`config.mk`:
```
export PLATFORM = sky130hd
export DESIGN_NAME = uart_tx_fifo
export DESIGN_NICKNAME = d
export VERILOG_FILES = /design/src/rtl/uart_tx_fifo.sv
export SDC_FILE = /design/constraint.sdc
export NUM_CORES = 1
export LEC_CHECK = 0
export ABC_CLOCK_PERIOD_IN_PS = 2600
export CELL_PAD_IN_SITES_DETAIL_PLACEMENT = 0
export CELL_PAD_IN_SITES_GLOBAL_PLACEMENT = 1
export CORE_MARGIN = 2
export CORE_UTILIZATION = 47
export CTS_BUF_LIST = sky130_fd_sc_hd__clkbuf_8
export DETAILED_ROUTE_END_ITERATION = 12
export PLACE_DENSITY_LB_ADDON = 0.12
export SETUP_SLACK_MARGIN = 0.05
export SYNTH_ARGS = -nofsm -noshare
export SYNTH_HDL_FRONTEND = slang
export SYNTH_SLANG_ARGS = --single-unit
```
`constraint.sdc`:
```
create_clock -name clk_i -period 2.6 [get_ports clk_i]
set_input_delay 0.26 -clock clk_i [delete_from_list [all_inputs] [get_ports clk_i]]
set_output_delay 0.26 -clock clk_i [all_outputs]
set_load 0.02 [all_outputs]
```
`src/rtl/uart_tx_fifo.sv`:
```
// rtl/uart_tx_fifo.sv - FIFO-buffered UART transmitter with runtime-programmable frame format
//
// Purpose:
//   Accepts bytes over a valid/ready handshake into a circular FIFO. It serialises
//   each byte onto tx_o as one frame: start, 5..8 data bits LSB first, optional
//   parity, and 1 or 2 stop bits. The frame format and the divisor are latched
//   when a byte is popped, so changes in the middle of a frame do not affect it.
//
// Ports:
//   clk_i          system clock
//   rst_i          synchronous active-high reset
//   baud_div_i     clocks per bit (values below 4 behave as 4)
//   data_bits_i    0..3 -> 5..8 data bits
//   parity_mode_i  0 none, 1 even, 2 odd, 3 mark
//   stop2_i        0 one stop bit, 1 two stop bits
//   in_data_i      byte to queue (bits above the data length are ignored)
//   in_valid_i     producer has a byte
//   in_ready_o     FIFO can take a byte this cycle
//   tx_o           serial line, idle high
//   busy_o         frame in flight or FIFO non-empty
//   fifo_count_o   FIFO occupancy

module uart_tx_fifo #(
  parameter int FIFO_DEPTH = 16,
  parameter int DIV_WIDTH  = 16
) (
  input  logic                             clk_i,
  input  logic                             rst_i,
  input  logic [DIV_WIDTH-1:0]             baud_div_i,
  input  logic [1:0]                       data_bits_i,
  input  logic [1:0]                       parity_mode_i,
  input  logic                             stop2_i,
  input  logic [7:0]                       in_data_i,
  input  logic                             in_valid_i,
  output logic                             in_ready_o,
  output logic                             tx_o,
  output logic                             busy_o,
  output logic [$clog2(FIFO_DEPTH+1)-1:0]  fifo_count_o
);

  localparam int AW = $clog2(FIFO_DEPTH);
  localparam int CW = $clog2(FIFO_DEPTH + 1);
  localparam logic [CW-1:0]        FULL_CNT = CW'(FIFO_DEPTH);
  localparam logic [DIV_WIDTH-1:0] MIN_DIV  = DIV_WIDTH'(4);

  typedef enum logic [2:0] {
    S_IDLE,
    S_START,
    S_DATA,
    S_PARITY,
    S_STOP
  } state_e;

  // FIFO storage and bookkeeping
  logic [7:0]    mem_q [FIFO_DEPTH];
  logic [AW-1:0] wr_ptr_q, wr_ptr_d;
  logic [AW-1:0] rd_ptr_q, rd_ptr_d;
  logic [CW-1:0] count_q, count_d;
  logic          in_ready_q, in_ready_d;
  logic          busy_q, busy_d;
  logic          accept;
  logic          pop;

  // Transmit engine
  state_e                 state_q, state_d;
  logic [DIV_WIDTH-1:0]   timer_q, timer_d;
  logic [7:0]             shift_q, shift_d;
  logic [2:0]             bitcnt_q, bitcnt_d;
  logic                   stop_cnt_q, stop_cnt_d;
  logic                   parity_q, parity_d;
  logic                   tx_q, tx_d;

  // Frame configuration captured at pop time
  logic [DIV_WIDTH-1:0]   cfg_div_q, cfg_div_d;
  logic [1:0]             cfg_dbits_q, cfg_dbits_d;
  logic [1:0]             cfg_pmode_q, cfg_pmode_d;
  logic                   cfg_stop2_q, cfg_stop2_d;

  logic [DIV_WIDTH-1:0]   div_clamped;
  logic [7:0]             data_mask;
  logic                   data_xor;
  logic                   last_data_bit;

  assign div_clamped = (baud_div_i < MIN_DIV) ? MIN_DIV : baud_div_i;

  // ~dbits equals 3 - dbits, the number of unused upper bits to mask off.
  assign data_mask     = 8'hFF >> (~cfg_dbits_q);
  assign data_xor      = ^(shift_q & data_mask);
  assign last_data_bit = (bitcnt_q == (3'd4 + {1'b0, cfg_dbits_q}));

  // in_ready_q always mirrors !full, so an accept can never overflow.
  assign accept = in_valid_i && in_ready_q;

  // ---------------------------------------------------------------------------
  // FIFO next state
  // ---------------------------------------------------------------------------
  always_comb begin
    wr_ptr_d = wr_ptr_q;
    rd_ptr_d = rd_ptr_q;
    count_d  = count_q;
    if (accept) begin
      wr_ptr_d = wr_ptr_q + AW'(1);
    end
    if (pop) begin
      rd_ptr_d = rd_ptr_q + AW'(1);
    end
    case ({accept, pop})
      2'b10:   count_d = count_q + CW'(1);
      2'b01:   count_d = count_q - CW'(1);
      default: count_d = count_q;
    endcase
    // Registered from the next count so the flags line up with fifo_count_o.
    in_ready_d = (count_d != FULL_CNT);
    busy_d     = (count_d != '0) || (state_d != S_IDLE);
  end

  always_ff @(posedge clk_i) begin
    if (accept) begin
      mem_q[wr_ptr_q] <= in_data_i;
    end
  end

  // ---------------------------------------------------------------------------
  // Transmit FSM next state
  // ---------------------------------------------------------------------------
  always_comb begin
    state_d     = state_q;
    timer_d     = timer_q;
    shift_d     = shift_q;
    bitcnt_d    = bitcnt_q;
    stop_cnt_d  = stop_cnt_q;
    parity_d    = parity_q;
    cfg_div_d   = cfg_div_q;
    cfg_dbits_d = cfg_dbits_q;
    cfg_pmode_d = cfg_pmode_q;
    cfg_stop2_d = cfg_stop2_q;
    pop         = 1'b0;
    tx_d        = 1'b1;

    case (state_q)
      S_IDLE: begin
        tx_d = 1'b1;
        if (count_q != '0) begin
          pop         = 1'b1;
          shift_d     = mem_q[rd_ptr_q];
          bitcnt_d    = '0;
          stop_cnt_d  = 1'b0;
          cfg_div_d   = div_clamped;
          cfg_dbits_d = data_bits_i;
          cfg_pmode_d = parity_mode_i;
          cfg_stop2_d = stop2_i;
          timer_d     = div_clamped - DIV_WIDTH'(1);
          state_d     = S_START;
        end
      end

      S_START: begin
        tx_d = 1'b0;
        if (timer_q == '0) begin
          // Shift register is still untouched here, so all data bits are visible.
          case (cfg_pmode_q)
            2'd1:    parity_d = data_xor;
            2'd2:    parity_d = ~data_xor;
            2'd3:    parity_d = 1'b1;
            default: parity_d = 1'b0;
          endcase
          timer_d = cfg_div_q - DIV_WIDTH'(1);
          state_d = S_DATA;
        end else begin
          timer_d = timer_q - DIV_WIDTH'(1);
        end
      end

      S_DATA: begin
        tx_d = shift_q[0];
        if (timer_q == '0) begin
          shift_d  = {1'b0, shift_q[7:1]};
          bitcnt_d = bitcnt_q + 3'd1;
          timer_d  = cfg_div_q - DIV_WIDTH'(1);
          if (last_data_bit) begin
            state_d = (cfg_pmode_q == 2'd0) ? S_STOP : S_PARITY;
          end
        end else begin
          timer_d = timer_q - DIV_WIDTH'(1);
        end
      end

      S_PARITY: begin
        tx_d = parity_q;
        if (timer_q == '0) begin
          timer_d = cfg_div_q - DIV_WIDTH'(1);
          state_d = S_STOP;
        end else begin
          timer_d = timer_q - DIV_WIDTH'(1);
        end
      end

      S_STOP: begin
        tx_d = 1'b1;
        if (timer_q == '0) begin
          if (cfg_stop2_q && !stop_cnt_q) begin
            stop_cnt_d = 1'b1;
            timer_d    = cfg_div_q - DIV_WIDTH'(1);
          end else begin
            state_d = S_IDLE;
          end
        end else begin
          timer_d = timer_q - DIV_WIDTH'(1);
        end
      end

      default: begin
        state_d = S_IDLE;
      end
    endcase
  end

  // ---------------------------------------------------------------------------
  // State registers
  // ---------------------------------------------------------------------------
  always_ff @(posedge clk_i) begin
    if (rst_i) begin
      wr_ptr_q    <= '0;
      rd_ptr_q    <= '0;
      count_q     <= '0;
      in_ready_q  <= 1'b1;
      busy_q      <= 1'b0;
      state_q     <= S_IDLE;
      timer_q     <= '0;
      shift_q     <= '0;
      bitcnt_q    <= '0;
      stop_cnt_q  <= 1'b0;
      parity_q    <= 1'b0;
      tx_q        <= 1'b1;
      cfg_div_q   <= MIN_DIV;
      cfg_dbits_q <= 2'd3;
      cfg_pmode_q <= 2'd0;
      cfg_stop2_q <= 1'b0;
    end else begin
      wr_ptr_q    <= wr_ptr_d;
      rd_ptr_q    <= rd_ptr_d;
      count_q     <= count_d;
      in_ready_q  <= in_ready_d;
      busy_q      <= busy_d;
      state_q     <= state_d;
      timer_q     <= timer_d;
      shift_q     <= shift_d;
      bitcnt_q    <= bitcnt_d;
      stop_cnt_q  <= stop_cnt_d;
      parity_q    <= parity_d;
      tx_q        <= tx_d;
      cfg_div_q   <= cfg_div_d;
      cfg_dbits_q <= cfg_dbits_d;
      cfg_pmode_q <= cfg_pmode_d;
      cfg_stop2_q <= cfg_stop2_d;
    end
  end

  // The line is driven from a flop one cycle behind the FSM state, which keeps
  // tx_o glitch-free and isolated from in_data_i.
  assign tx_o         = tx_q;
  assign busy_o       = busy_q;
  assign in_ready_o   = in_ready_q;
  assign fifo_count_o = count_q;

endmodule

```
==> reports/metrics.cfg <==
[floorplan]
num_io_pins = 40
die_area_sq_um = 19780
die_x_um = 140.7
fp.dieH_um = 140.7
core_sq_um = 18150
rows = 49
start_util_pct = 48.37

[drt]
drc = 0
drtIter0Drc = 379
detail-route-antenna-nets = 0
vias_per_cell = 5.624
wl_per_cell_um = 18.83
vias = 5956
first_pass_iters = 5
wl_um = 19940

[synth]
synth_cell_types = 63
ys_seq_area_share_pct = 60.44
synth_top_family_by_area = simple AND/OR/NAND/NOR gates
yosys_warnings = 0
synthArstFlopShare_pct = 0
syn_area_sq_um = 8777
synthFlopType = edfxtp_1
synth_cells = 684
synth_edf_count = 128
postSynthRegisterBits = 201
avgSynthCellArea_sq_um = 12.83
yosys.area_share.adder_pct = 1.283
syn-num-nets = 725
synth-compound-area-share_pct = 9.309
synth_xor_area_share_pct = 3.093
synth.area.mux_share_pct = 10.61
synth-simple-area-share_pct = 12.10

[power]
power.density_nw_per_um2 = 1033
switching_share_pct = 35.41
p_switching_mw = 3.917
irDropWorstVdd_mv = 0.6124
p_total_mw = 11.06
combPwrFrac_pct = 39.4
seqPwrFrac_pct = 38.3
p_leak_nw = 3.732
p_int_mw = 7.144
power_frac_clock_pct = 22.4

[worst_setup_path]
cp.buffers_inverters = 3
crit_type = reg2reg
max_stage_delay_ns = 0.47
crit_fanout = 7
cp-start-kind = register
worstPathRequired_ns = 3.01
crit_chain = nor4_2 > buf_4 > and4_4 > buf_4 > a211o_1 > buf_4 > a211oi_4 > nand2_1 > or4_1 > a311oi_1
end_kind = register
r2r-start = timer_q[6]$_SDFFE_PP0P_
crit_start = timer_q[6]$_SDFFE_PP0P_
critPathMostFrequentCell = buf_4
critPathTopFamily = simple AND/OR/NAND/NOR gates
arrival_ns = 2.90
cp_slowest_cell = or4_1

[final_layout]
layout.nets = 854
regArea_sq_um = 5321
diodes = 0
multi_input_area_sq_um = 3346
syn2layout_area_growth_pct = 22.00
fin_area_sq_um = 10710
fin_cells = 1059
num-fill-cells = 1494
drive_gt1_share_pct = 26.27

[placed_design]
pre_cts_ws_ns = -0.4984
gp_congestion = 0.8698
port_buffers = 39
dpl.cell_count = 998
detailedPlacementHpwl_um = 13590
placed_cell_area_sq_um = 9955

[timing]
slew_headroom_pct = 54.02
fmax_mhz = 402.1
layout_min_cycle_time_ns = 2.487
rsz0062_at_grt = yes
finalCritPeriodShare_pct = 95.64
final_max_slew_viol_count = 0
clock_skew_ns = 0.01707
fin_hold_ws_ns = 0.2825
finalSetupViolations = 0
tightest_slew_ns = 0.6898
setup_slack_ns = 0.1133
finalHoldViolations = 0

[global_route]
grt_usage_pct = 20.36
grt_pass1_vias = 6036
antenna_found_initial = 0
grt_pass1_wl_um = 31630
overflow = 0
grt_max_degree = 37

[clocking]
clk_pin_slew_ns = 0.06
cts_tree = built
cts.sink_count = 201
htreeDepth = 2
clk_path_buf_depth = 3
clock_latency_ns = 0.52
clock-root-buffer = clkbuf_8
numCtsBuffers = 34

[status]
status = complete, no violations

[flow_run]
maxCapViolCount = 0

[min_path]
hold_start = rst_i
hold_path.class = in2reg

-- registers in the layout (all words and copies together), names as in the netlist, named ones only --
name,count
bitcnt_q,3
busy_o,1
cfg_dbits_q,2
cfg_div_q,16
cfg_pmode_q,2
cfg_stop2_q,1
fifo_count_o,5
in_ready_o,1
mem_q,128
parity_q,1
rd_ptr_q,4
shift_q,8
state_q,3
stop_cnt_q,1
timer_q,16
tx_o,1
wr_ptr_q,4
-- through the flow --
| stage | TNS [ns] | util, % |
|---|---|---|
| 2_1_floorplan | 0 | - |
| 3_3_place_gp | -2.903 | 54.85 |
| 3_5_place_dp | -3.034 | 54.85 |
| 4_1_cts | 0 | 58.12 |
| 5_1_grt | -0.05721 | 59.00 |
| 6_report | 0 | 59.00 |
-- layout by cell type, fill, tap and decap left out, types with 6 or more instances in the layout --
| cell type | synthesis | layout |
|---|---|---|
| a211oi_1 | 15 | 12 |
| a21oi_1 | 49 | 46 |
| buf_4 | 1 | 91 |
| clkbuf_8 | 6 | 36 |
| clkdlybuf4s50_1 | 0 | 38 |
| dfxtp_1 | 73 | 66 |
| edfxtp_1 | 128 | 128 |
| ha_1 | 9 | 7 |
| inv_1 | 7 | 19 |
| mux4_2 | 40 | 40 |
| nand2_1 | 71 | 70 |
| nand2b_1 | 6 | 6 |
| nand3_1 | 17 | 16 |
| nand4_1 | 7 | 7 |
| nor2_1 | 68 | 66 |
| nor3_1 | 17 | 15 |
| o211ai_1 | 7 | 7 |
| o21ai_0 | 17 | 12 |
| o221ai_1 | 7 | 7 |
| xnor2_1 | 17 | 17 |
| xor2_1 | 14 | 14 |
-- cell usage after synthesis, drive strengths merged (3+ instances only) --
cell type | number | share of area [%]
ha | 9 | 1.3
a311oi | 4 | 0.40
mux2i | 3 | 0.34
nor3b | 5 | 0.43
clkbuf | 33 | 2.1
nor3 | 19 | 1.3
nand2b | 6 | 0.43
nor2 | 68 | 2.9
a21o | 3 | 0.26
nand3b | 4 | 0.34
xor2 | 14 | 1.4
xnor2 | 17 | 1.7
nand4 | 7 | 0.50
mux4 | 40 | 10
o211ai | 8 | 0.74
nand2 | 71 | 3.0
a211oi | 16 | 1.4
a211o | 4 | 0.40
nor4 | 11 | 0.86
o21ai | 17 | 0.97
inv | 8 | 0.34
or3 | 5 | 0.41
nand3 | 18 | 1.1
dfxtp | 73 | 17
buf | 9 | 0.68
o221ai | 7 | 0.70
edfxtp | 128 | 44
a21oi | 49 | 2.8
-- worst reg2reg max path: stages, from the launching register on --
cell      delay [ns]
dfxtp_1         0.34
nor4_2          0.06
buf_4           0.14
and4_4          0.22
buf_4           0.15
a211o_1         0.33
buf_4           0.16
a211oi_4        0.21
nand2_1         0.09
or4_1           0.47
a311oi_1        0.22
-- what timing repair did --
item	in CTS	in global routing
gates resized for setup	7	27
setup buffers	0	7
cloned	0	1
hold buffers	0	0
setup endpoints to repair	12	13
pin swaps	0	9
-- layout make-up --
class,instances,area share (%)
Sequential cell,201,49.70
Multi-Input combinational cell,433,31.25
Timing Repair Buffer,134,10.73
Clock buffer,36,4.627
Tap cell,229,2.676
Clock inverter,17,0.7128
Inverter,9,0.3155
-- per-layer routing --
metal	part of all wire (%)	GRT usage, %	up-vias
li1	-	-	2840
met1	45	27.15	2941
met2	49	34.22	144
met3	4.3	3.601	31
met4	2.1	6.579	0
met5	0	0	-
-- worst paths after layout --
kind	end	slack [ns]	cells past startpoint
setup / recovery	timer_q[14]$_SDFFE_PP0P_	0.11	10
setup reg to reg	timer_q[14]$_SDFFE_PP0P_	0.11	10
hold reg to reg	cfg_div_q[9]$_SDFFE_PP0P_	0.46	2
hold / removal	fifo_count_o[0]$_SDFF_PP0_	0.28	2
-- power groups by stage --
stage | clock, mW | sequential, mW | combinational [mW]
2_1_floorplan | 0 | 4.19 | 2.91
3_3_place_gp | 0 | 4.24 | 4.16
3_5_place_dp | 0 | 4.25 | 4.22
4_1_cts | 2.56 | 4.20 | 4.26
5_1_grt | 2.70 | 4.28 | 4.78
6_report | 2.47 | 4.23 | 4.36
-- cell families (layout without fill, tap and decap cells) --
kind of cell | Yosys count | count (layout)
muxes | 43 | 43
AOI/OAI and AO/OA | 125 | 125
buffers and inverters | 51 | 196
adders and majority gates | 9 | 9
xor gates and xnor gates | 31 | 31
and+or+nand+nor | 224 | 225
DFF | 201 | 201
No activity file was read; power rests on OpenSTA's default activity.
